[src/rtl/auc_pkg.sv]
// Shared definitions for the X25519 ladder front end: operand RAM map,
// curve constant, init-loader state encoding and the byte-order helper.
package auc_pkg;

  localparam int unsigned AUC_WID   = 256;
  localparam int unsigned AUC_AWID  = 5;
  localparam int unsigned AUC_NBYTE = AUC_WID / 8;

  localparam logic [AUC_WID-1:0] AUC_A24VAL = AUC_WID'(121665);

  // Operand RAM address map
  localparam logic [AUC_AWID-1:0] X_G      = AUC_AWID'(0);
  localparam logic [AUC_AWID-1:0] X2       = AUC_AWID'(7);
  localparam logic [AUC_AWID-1:0] Z2       = AUC_AWID'(8);
  localparam logic [AUC_AWID-1:0] X3       = AUC_AWID'(9);
  localparam logic [AUC_AWID-1:0] Z3       = AUC_AWID'(10);
  localparam logic [AUC_AWID-1:0] K_NUM    = AUC_AWID'(11);
  localparam logic [AUC_AWID-1:0] ZRRAM    = AUC_AWID'(18);
  localparam logic [AUC_AWID-1:0] ONERAM   = AUC_AWID'(19);
  localparam logic [AUC_AWID-1:0] ACCIDENT = AUC_AWID'(30);
  localparam logic [AUC_AWID-1:0] A24      = AUC_AWID'(31);

  typedef enum logic [2:0] {
    ST_IDLE  = 3'd0,
    ST_WAITK = 3'd1,
    ST_WRK   = 3'd2,
    ST_WAITU = 3'd3,
    ST_WRU   = 3'd4,
    ST_DONE  = 3'd5
  } init_st_e;

  // Little-endian byte string (byte 0 in the top byte lane) to integer order
  function automatic logic [AUC_WID-1:0] byte_rev(input logic [AUC_WID-1:0] x);
    logic [AUC_WID-1:0] r;
    r = '0;
    for (int i = 0; i < int'(AUC_NBYTE); i++) begin
      r[8*i +: 8] = x[AUC_WID-1-8*i -: 8];
    end
    return r;
  endfunction

endpackage

[src/rtl/auc_mmulinit_if.sv]
// Input word handshake into the init loader.
//   in_vld/in_sel/in_dat : word valid, type (0 scalar, 1 u), RFC 7748 byte string
//   in_rdy               : loader ready; transfer = in_vld & in_rdy at posedge
interface auc_mmulinit_if
  import auc_pkg::*;
#(
  parameter int unsigned WID = AUC_WID
);
  logic           in_vld;
  logic           in_rdy;
  logic           in_sel;
  logic [WID-1:0] in_dat;

  modport master (output in_vld, output in_sel, output in_dat, input in_rdy);
  modport slave  (input in_vld, input in_sel, input in_dat, output in_rdy);
endinterface

[src/rtl/auc_bytedec.sv]
// Byte-reverses an RFC 7748 string into an integer, always clears bit 255,
// and with clamp_i set applies the scalar clamp (bits 2:0 cleared, bit 254 set).
//   dat_i   : byte string
//   clamp_i : 1 = scalar clamp, 0 = u-coordinate mask only
//   dec_c   : decoded value (combinational)
module auc_bytedec
  import auc_pkg::*;
(
  input  logic [AUC_WID-1:0] dat_i,
  input  logic               clamp_i,
  output logic [AUC_WID-1:0] dec_c
);

  always_comb begin
    dec_c            = byte_rev(dat_i);
    dec_c[AUC_WID-1] = 1'b0;
    if (clamp_i) begin
      dec_c[AUC_WID-2] = 1'b1;
      dec_c[2:0]       = 3'b000;
    end
  end

endmodule

[src/rtl/auc_mmulinit.sv]
// X25519 ladder init loader: accepts scalar then u, decodes them and writes
// scalar, u and the ladder start constants into the operand RAM, then
// releases the ladder sequencer with a one-cycle init_done.
//   clk, rst         : clock, async active-low reset
//   init_en          : start pulse, honoured only when idle
//   in_bus           : input word handshake (slave side)
//   init_err         : pulse, accepted word had the wrong type
//   init_done        : pulse, all RAM writes issued
//   init_we/wa/wd    : registered RAM write port
module auc_mmulinit
  import auc_pkg::*;
#(
  parameter int unsigned    WID    = AUC_WID,
  parameter int unsigned    AWID   = AUC_AWID,
  parameter logic [WID-1:0] A24VAL = AUC_A24VAL
) (
  input  logic             clk,
  input  logic             rst,
  input  logic             init_en,
  auc_mmulinit_if.slave    in_bus,
  output logic             init_err,
  output logic             init_done,
  output logic [AWID-1:0]  init_wa,
  output logic             init_we,
  output logic [WID-1:0]   init_wd
);

  init_st_e       state_q, state_d;
  logic [2:0]     cnt_q, cnt_d;
  logic [WID-1:0] k_q, k_d, u_q, u_d, wd_q, wd_d;
  logic [AWID-1:0] wa_q, wa_d;
  logic           we_q, we_d, err_q, err_d, done_q, done_d, rdy_q, rdy_d;
  logic [WID-1:0] k_dec_c, u_dec_c;
  logic           xfer_c;

  auc_bytedec u_kdec (.dat_i(in_bus.in_dat), .clamp_i(1'b1), .dec_c(k_dec_c));
  auc_bytedec u_udec (.dat_i(in_bus.in_dat), .clamp_i(1'b0), .dec_c(u_dec_c));

  // in_rdy is a registered decode of the state, so it never depends on in_vld
  assign xfer_c = in_bus.in_vld & rdy_q;

  // State and output registers
  always_ff @(posedge clk or negedge rst) begin
    if (!rst) begin
      state_q <= ST_IDLE;
      cnt_q   <= 3'd0;
      k_q     <= '0;
      u_q     <= '0;
      wd_q    <= '0;
      wa_q    <= AWID'(ACCIDENT);
      we_q    <= 1'b0;
      err_q   <= 1'b0;
      done_q  <= 1'b0;
      rdy_q   <= 1'b0;
    end else begin
      state_q <= state_d;
      cnt_q   <= cnt_d;
      k_q     <= k_d;
      u_q     <= u_d;
      wd_q    <= wd_d;
      wa_q    <= wa_d;
      we_q    <= we_d;
      err_q   <= err_d;
      done_q  <= done_d;
      rdy_q   <= rdy_d;
    end
  end

  // Next-state and registered-output decode
  always_comb begin
    state_d = state_q;
    cnt_d   = cnt_q;
    k_d     = k_q;
    u_d     = u_q;
    wd_d    = wd_q;
    wa_d    = AWID'(ACCIDENT);
    we_d    = 1'b0;
    err_d   = 1'b0;
    done_d  = 1'b0;
    unique case (state_q)
      ST_IDLE: if (init_en) state_d = ST_WAITK;
      ST_WAITK: if (xfer_c) begin
        if (!in_bus.in_sel) begin
          k_d     = k_dec_c;
          state_d = ST_WRK;
        end else begin
          err_d = 1'b1;
        end
      end
      ST_WRK: begin
        we_d    = 1'b1;
        wa_d    = AWID'(K_NUM);
        wd_d    = k_q;
        state_d = ST_WAITU;
      end
      ST_WAITU: if (xfer_c) begin
        if (in_bus.in_sel) begin
          u_d     = u_dec_c;
          cnt_d   = 3'd0;
          state_d = ST_WRU;
        end else begin
          err_d = 1'b1;
        end
      end
      ST_WRU: begin
        we_d  = 1'b1;
        cnt_d = cnt_q + 3'd1;
        case (cnt_q)
          3'd0: begin wa_d = AWID'(X3);     wd_d = u_q;        end
          3'd1: begin wa_d = AWID'(X_G);    wd_d = u_q;        end
          3'd2: begin wa_d = AWID'(X2);     wd_d = WID'(1);    end
          3'd3: begin wa_d = AWID'(Z2);     wd_d = '0;         end
          3'd4: begin wa_d = AWID'(Z3);     wd_d = WID'(1);    end
          3'd5: begin wa_d = AWID'(ONERAM); wd_d = WID'(1);    end
          3'd6: begin wa_d = AWID'(ZRRAM);  wd_d = '0;         end
          default: begin
            wa_d    = AWID'(A24);
            wd_d    = A24VAL;
            state_d = ST_DONE;
          end
        endcase
      end
      ST_DONE: begin
        done_d  = 1'b1;
        state_d = ST_IDLE;
      end
      default: state_d = ST_IDLE;
    endcase
    rdy_d = (state_d == ST_WAITK) || (state_d == ST_WAITU);
  end

  assign in_bus.in_rdy = rdy_q;
  assign init_err      = err_q;
  assign init_done     = done_q;
  assign init_we       = we_q;
  assign init_wa       = wa_q;
  assign init_wd       = wd_q;

endmodule

[src/flat_wrapper.sv]
// flat-port wrapper written by rule: the top's interface ports become plain ports
module auc_mmulinit_flat import auc_pkg::*;
#(
  parameter int unsigned    WID    = AUC_WID,
  parameter int unsigned    AWID   = AUC_AWID,
  parameter logic [WID-1:0] A24VAL = AUC_A24VAL
)
  (clk, rst, init_en, init_err, init_done, init_wa, init_we, init_wd, in_bus_in_vld, in_bus_in_sel, in_bus_in_dat, in_bus_in_rdy);
  auc_mmulinit_if #(.WID(WID)) in_bus_i ();
  input  logic clk;
  input  logic rst;
  input  logic init_en;
  output logic init_err;
  output logic init_done;
  output logic [AWID-1:0] init_wa;
  output logic init_we;
  output logic [WID-1:0] init_wd;
  input wire logic [$bits(in_bus_i.in_vld)-1:0] in_bus_in_vld;
  input wire logic [$bits(in_bus_i.in_sel)-1:0] in_bus_in_sel;
  input wire logic [$bits(in_bus_i.in_dat)-1:0] in_bus_in_dat;
  output wire logic [$bits(in_bus_i.in_rdy)-1:0] in_bus_in_rdy;
  assign in_bus_i.in_vld = in_bus_in_vld;
  assign in_bus_i.in_sel = in_bus_in_sel;
  assign in_bus_i.in_dat = in_bus_in_dat;
  assign in_bus_in_rdy = in_bus_i.in_rdy;
  auc_mmulinit #(.WID(WID), .AWID(AWID), .A24VAL(A24VAL)) u_core (.clk(clk), .rst(rst), .init_en(init_en), .in_bus(in_bus_i), .init_err(init_err), .init_done(init_done), .init_wa(init_wa), .init_we(init_we), .init_wd(init_wd));
endmodule
[config.mk]
export PLATFORM = sky130hd
export DESIGN_NAME = auc_mmulinit_flat
export DESIGN_NICKNAME = d
export VERILOG_FILES = /design/src/rtl/auc_pkg.sv /design/src/rtl/auc_mmulinit_if.sv /design/src/rtl/auc_bytedec.sv /design/src/rtl/auc_mmulinit.sv /design/src/flat_wrapper.sv
export SDC_FILE = /design/constraint.sdc
export NUM_CORES = 1
export LEC_CHECK = 0
export ABC_CLOCK_PERIOD_IN_PS = 6100
export BUFFER_PORTS_ARGS = -buffer_cell sky130_fd_sc_hd__buf_2
export CAP_MARGIN = 40
export CORE_MARGIN = 3
export CORE_UTILIZATION = 63
export CTS_BUF_LIST = sky130_fd_sc_hd__clkbuf_8
export CTS_CLUSTER_DIAMETER = 100
export CTS_CLUSTER_SIZE = 20
export DETAILED_ROUTE_END_ITERATION = 8
export PLACE_DENSITY = 0.88
export SETUP_SLACK_MARGIN = 0.3
export SLEW_MARGIN = 25
export SYNTH_ARGS = -nofsm -noshare
export SYNTH_HDL_FRONTEND = slang
export SYNTH_SLANG_ARGS = --single-unit
export TNS_END_PERCENT = 10
[constraint.sdc]
create_clock -name clk -period 6.1 [get_ports clk]
set_input_delay 0.915 -clock clk [delete_from_list [all_inputs] [get_ports clk]]
set_output_delay 0.915 -clock clk [all_outputs]
set_load 0.05 [all_outputs]
==> results.py, run 1 <==
metrics = {
    "timing": {
        "fmax_ghz": 0.312,
        "worst_pin_slew_ns": 1.05,
        "holdWs_ns": 0.317,
        "slew_headroom_pct": 30.2,
        "slew_viol_final": 0,
        "skew_ns": 0.0257,
        "finalHoldViolCount": 0,
        "fin_tns_setup_ns": 0,
        "min_period_ns": 3.21,
        "grt_setup_unrepaired": "no",
        "finalSetupViolations": 0,
        "fin_crit_sh_pct": 52.6,
    },
    "floorplanning": {
        "die_x_um": 227,
        "die_area_um2": 51600,
        "io_pins": 526,
        "coreArea_um2": 48000,
        "fp-row-count": 80,
        "die_y_um": 227,
        "initial_core_util_pct": 64.1,
    },
    "run": {
        "maxCapViolations": 0,
    },
    "route": {
        "drcViolationCount": 0,
        "firstDrtPassIters": 5,
        "routed_wl_mm": 77.1,
        "drt-initial-drc-count": 1769,
        "ant_nets": 0,
        "vias": 21100,
        "post_drt_wl_per_cell_um": 22.8,
        "vias_per_cell": 6.23,
    },
    "grt": {
        "grt_usage_pct": 29.0,
        "grt_first_pass_wirelength_mm": 119,
        "grt_overflow": 0,
        "first_global_vias": 21700,
        "grt_max_degree": 186,
        "antenna_found_initial": 41,
    },
    "critical_path": {
        "reg2regPathDepth": 8,
        "crit_type": "register to register",
        "start_kind": "register",
        "cp-end-kind": "register",
        "crit_arrival_ns": 3.78,
        "required_ns": 6.67,
        "critPathMaxFanout": 62,
    },
    "clock_network": {
        "path_clk_slew_ns": 0.12,
        "cts_setup_buffers": 0,
        "htree_levels": 2,
        "cts_hold_buffers": 0,
        "cts_tree": "done",
        "clockBufferDepth": 3,
        "cts_root_buffer": "clkbuf_8",
        "cts.sink_count": 777,
        "cts_resized": 0,
        "numCtsBuffers": 45,
        "clk_latency_ns": 0.65,
    },
    "logic_synthesis": {
        "yosys.area.top_type": "dfrtp_1",
        "synth_ff_type": "dfrtp_1",
        "async_flop_share_pct": 100,
        "syn_nets": 2561,
        "yosys-top-cells-area": "dfrtp_1 63%, mux2_2 17%, a221oi_1 7.0%",
        "ys_seq_area_share_pct": 63.2,
        "yosysMostFrequentCell": "dfrtp_1",
        "synth_area_um2": 30800,
        "ys_types": 41,
        "synth.avg_cell_area_um2": 13.4,
        "synth_warnings": 0,
        "synth_edf_count": 0,
        "syn_inst": 2294,
        "netlist.area_leader.share_pct": 62.8,
        "synthTopCellsByCount": "773 x dfrtp_1, 499 x nor2_1, 459 x mux2_2",
        "ys_seq_elements": 777,
    },
    "power_and_ir_drop": {
        "power.density_nw_per_um2": 599,
        "irDropWorstVdd_uv": 440,
        "p_leak_nw": 16.0,
    },
    "layout": {
        "area_growth_pct": 12.6,
        "multi_input_area_um2": 10500,
        "drive_gt1_share_pct": 40.7,
        "nNetsFinal": 2988,
        "fillers": 3033,
        "seq_area_um2": 19400,
    },
    "hold_path": {
        "hold_class": "input port to async pin",
    },
    "outcome": {
        "status": "finished, final reports clean",
    },
    "placed_design": {
        "place.gp.congestion": 0.797,
        "dp_hpwl_mm": 49.4,
        "io_buffers": 523,
    },
}
## layout by cell type, fill, tap and decap left out, types with 2 or more instances in the layout
cell | netlist | final
dfrtp_1 | 773 | 773
mux2_2 | 459 | 459
buf_16 | 0 | 8
ha_1 | 6 | 6
o21ai_1 | 3 | 3
mux2_1 | 6 | 6
mux2_4 | 42 | 42
nand2_1 | 11 | 11
inv_1 | 6 | 21
a21oi_1 | 5 | 5
a211oi_1 | 9 | 9
a22o_1 | 4 | 4
a311oi_1 | 2 | 2
nor2_1 | 499 | 499
clkbuf_8 | 0 | 45
buf_4 | 4 | 14
buf_2 | 48 | 522
nor3_1 | 4 | 4
o21ai_0 | 16 | 16
diode_2 | 0 | 38
nand2b_1 | 3 | 3
dfstp_2 | 4 | 4
inv_12 | 0 | 2
buf_12 | 0 | 9
a221oi_1 | 245 | 245
nor2b_1 | 3 | 3
## state kept, by name, indices dropped and copies added, names as in the netlist
signal,flops
u_core.init_wd,255
u_core.u_q,255
u_core.k_q,252
u_core.init_wa,5
u_core.cnt_q,3
u_core.state_q,3
u_core.in_bus.in_rdy,1
u_core.init_done,1
u_core.init_err,1
u_core.init_we,1
## stage by stage
stage          cells  area, µm²  utilization (%)  power (mW)  setup slack [ns]
3_3_place_gp    3279      33600             69.9        17.9              2.76
2_1_floorplan   2294      30800                -        15.9              3.76
3_5_place_dp    3286      33800             70.3        18.6              2.74
4_1_cts         3349      34500             71.8        20.8              2.71
6_report        3390      34700             72.1        20.8              2.89
5_1_grt         3382      34600             72.1        21.9              2.68
## routing by layer
layer / share of wire, % / wire, µm / global-route usage [%] / vias up
li1: - / - / - / 9070
met5: 0.14 / 108 / 0 / -
met4: 5.9 / 4540 / 16.6 / 18
met1: 37 / 28200 / 36.0 / 10900
met3: 8.0 / 6140 / 7.69 / 263
met2: 49 / 38100 / 46.7 / 886
## cell families after synthesis
family / Yosys count / share of synthesized area, %
other: 1 / 0.0122
buffers and inverters: 181 / 2.94
multiplexers: 507 / 19.1
adder cells (fa/ha/maj): 6 / 0.244
AND/OR/NAND/NOR: 532 / 6.69
flip-flops: 777 / 63.2
AO/OA/AOI/OAI: 289 / 7.87
XOR/XNOR: 1 / 0.0284
## critical path, stage by stage, from the launching register on
cell      delay [ns]
dfrtp_1         0.56
or3b_4          0.61
buf_12          0.27
nor3_4          0.21
buf_4           0.28
buf_16          0.29
buf_4           0.50
a221oi_1        0.19
nor2_1          0.14
## power by group
part	internal [mW]	switching, mW	leakage, nW	total, mW
sequential	7.76	1.45	9.22	9.21
clock	0.694	1.53	0.415	2.22
combinational	3.18	6.17	6.34	9.34
## cell type report
cell class                 instances  share of cell area [%]
clock inverter                    18                   0.245
timing repair buffer             554                    9.04
multi-input combinational       1336                    30.2
tap                              615                    2.22
antenna                           38                   0.274
clock buffer                      45                    1.79
sequential                       777                    56.1
inverter                           7                   0.112
## final timing paths
path	start	to	slack [ns]
worst max-delay path	u_core.state_q[2]	u_core.init_wd[133]	2.89
worst min-delay path	rst	u_core.init_wd[161]	0.32
worst max register to register	u_core.state_q[2]	u_core.init_wd[133]	2.89
worst min register to register	u_core.init_wd[15]	u_core.init_wd[15]	0.50
max in group asynchronous	rst	u_core.init_wd[248]	4.26
min in group clk	in_bus_in_dat[230]	u_core.k_q[30]	0.49
Note: power is estimated with default switching activity, not from simulation.
==> inputs of run 2 (changes only) <==
Settings changed: ABC_CLOCK_PERIOD_IN_PS 6100 to 3000, CORE_UTILIZATION 63 to 58, PLACE_DENSITY 0.88 to 0.82.
Clock period 6.1 ns to 3 ns, I/O delays scaled along.
==> run 2 against run 1 <==
  * Largest cell class unchanged
  * Sequential share of layout area fell by 4.0 points
  * Clock-buffer cell count stayed put
  * Global-route usage is 1.1 points higher
  * Setup slack got worse by 2.5 ns
  * Flip-flop and latch count unchanged
  * First-iteration DRC count is 15% higher
  * Die area grew 8.4%
  * Combinational power grew 110%
  * Sequential power up 110%
  * Critical path depth down 4
  * Largest power group unchanged
  * Design area grew 7.7%
==> results.py, run 2 (synthesis gave the netlist of run 1 again) <==
metrics = {
    "grt": {
        "grt_first_pass_wirelength_mm": 135,
        "antenna_found_initial": 13,
        "first_global_vias": 23900,
        "grt_overflow": 0,
        "grt_max_degree": 129,
        "grt_usage_pct": 30.1,
    },
    "layout": {
        "fillers": 3186,
        "drive_gt1_share_pct": 38.1,
        "nNetsFinal": 3249,
        "final_cells": 3690,
        "area_growth_pct": 21.2,
        "mostFrequentLayoutCells": "773 x dfrtp_1, 522 x buf_2, 499 x nor2_1, 459 x mux2_2, 245 x a221oi_1",
        "final_common_cell": "dfrtp_1",
    },
    "timing": {
        "fmax_ghz": 0.381,
        "worst_pin_slew_ns": 0.910,
        "slew_headroom_pct": 39.3,
        "slew_viol_final": 0,
        "min_period_ns": 2.62,
        "skew_ns": 0.0307,
        "finalHoldViolCount": 0,
        "fin_crit_sh_pct": 87.4,
        "fin_tns_setup_ns": 0,
        "finalSetupViolations": 0,
        "grt_setup_unrepaired": "no",
    },
    "power_and_ir_drop": {
        "p_leak_nw": 17.1,
        "switching_share_pct": 44.5,
        "irDropWorstVdd_uv": 780,
        "p_int_mw": 23.9,
        "p_clk_share_pct": 10.5,
        "pwr-share-comb_pct": 45.6,
        "p_seq_share_pct": 43.9,
        "power.density_nw_per_um2": 1160,
        "switchingPower_mw": 19.2,
    },
    "route": {
        "drcViolationCount": 0,
        "firstDrtPassIters": 5,
        "vias_per_cell": 6.11,
        "routed_wl_mm": 85.7,
        "ant_nets": 0,
        "post_drt_wl_per_cell_um": 23.2,
        "drt-initial-drc-count": 2026,
        "vias": 22600,
    },
    "clock_network": {
        "cts_root_buffer": "clkbuf_8",
        "path_clk_slew_ns": 0.13,
        "clk_latency_ns": 0.69,
        "cts.sink_count": 777,
        "numCtsBuffers": 44,
        "clockBufferDepth": 3,
        "htree_levels": 2,
        "cts_tree": "done",
    },
    "floorplanning": {
        "die_x_um": 236,
        "initial_core_util_pct": 59.3,
        "die_area_um2": 55900,
        "io_pins": 526,
        "fp-row-count": 83,
        "coreArea_um2": 51900,
        "die_y_um": 236,
    },
    "critical_path": {
        "rrSetupSlack_ns": 0.38,
        "r2r-start": "u_core.state_q[0]",
        "rr_endpoint": "u_core.k_q[51]",
        "crit_arrival_ns": 3.18,
        "required_ns": 3.56,
        "crit_type": "register to register",
        "reg2regPathDepth": 4,
        "critPathCapture": "u_core.k_q[51]",
        "start_kind": "register",
        "worstSetupStartpoint": "u_core.state_q[0]",
        "cp-end-kind": "register",
        "critPathMaxFanout": 110,
    },
    "hold_path": {
        "hold_class": "input port to register",
    },
    "placed_design": {
        "dp_hpwl_mm": 51.9,
        "place.gp.congestion": 0.840,
        "io_buffers": 523,
        "dp.cells": 3386,
    },
    "run": {
        "maxCapViolations": 0,
    },
    "outcome": {
        "status": "finished, final reports clean",
    },
}
run 2: per-layer routing:
layer	GRT usage (%)	share of wire, %
met1	37.2	37
met2	50.1	50
met3	6.96	7.4
met4	14.9	5.3
met5	0	0
run 2: final cells by class:
cell class                 instances  area (µm²)  area share, %
inverter                           7        33.8         0.0905
clock buffer                      45         619           1.66
timing repair buffer             816        5800           15.5
sequential                       777       19400           52.1
antenna                           13        32.5         0.0872
tap                              680         851           2.28
clock inverter                    16        61.3          0.164
multi-input combinational       1336       10500           28.1
run 2: worst min path at each step:
stage                            start                  to  slack [ns]  depth (start not counted)
floorplan                          rst     u_core.cnt_q[0]        0.15                          0
global placement       u_core.k_q[254]     u_core.k_q[254]        0.45                          1
detailed placement  u_core.init_wd[16]  u_core.init_wd[16]        0.48                          2
CTS                  in_bus_in_dat[87]     u_core.u_q[175]      0.0005                          2
global route        in_bus_in_dat[224]      u_core.u_q[24]       0.002                          2
finish               in_bus_in_dat[23]     u_core.k_q[239]        0.03                          2
run 2: through the flow:
step	worst slack (ns)	area (µm²)	utilization (%)	power (mW)	hold slack, ns
after floorplan	0.860	30800	-	32.4	0.154
after global placement	0.609	34300	66.1	36.8	0.449
after detailed placement	0.571	34300	66.1	37.9	0.478
after CTS	0.507	37300	71.8	42.6	0.000534
after global routing	0.412	37300	71.9	45.2	0.00191
final	0.377	37300	71.9	43.1	0.0338
run 2: worst max-delay path: stages (launching register included):
cell,delay [ns]
dfrtp_1,0.52
nand3_1,0.18
or4_4,0.71
buf_12,0.30
mux2_2,0.49
run 2: power by group through the flow:
stage	clock network, mW	registers, mW	logic (mW)
floorplan	0	24.3	8.04
global placement	0	18.4	18.5
detailed placement	0	18.8	19.1
CTS	4.58	18.6	19.4
global route	5.01	19.3	20.8
finish	4.54	18.9	19.7
run 2: timing repair:
item / CTS / global route
resized for setup: 0 / 0
hold buffers: 227 / 3
setup buffers: 0 / 0
hold endpoints to repair: 462 / 4
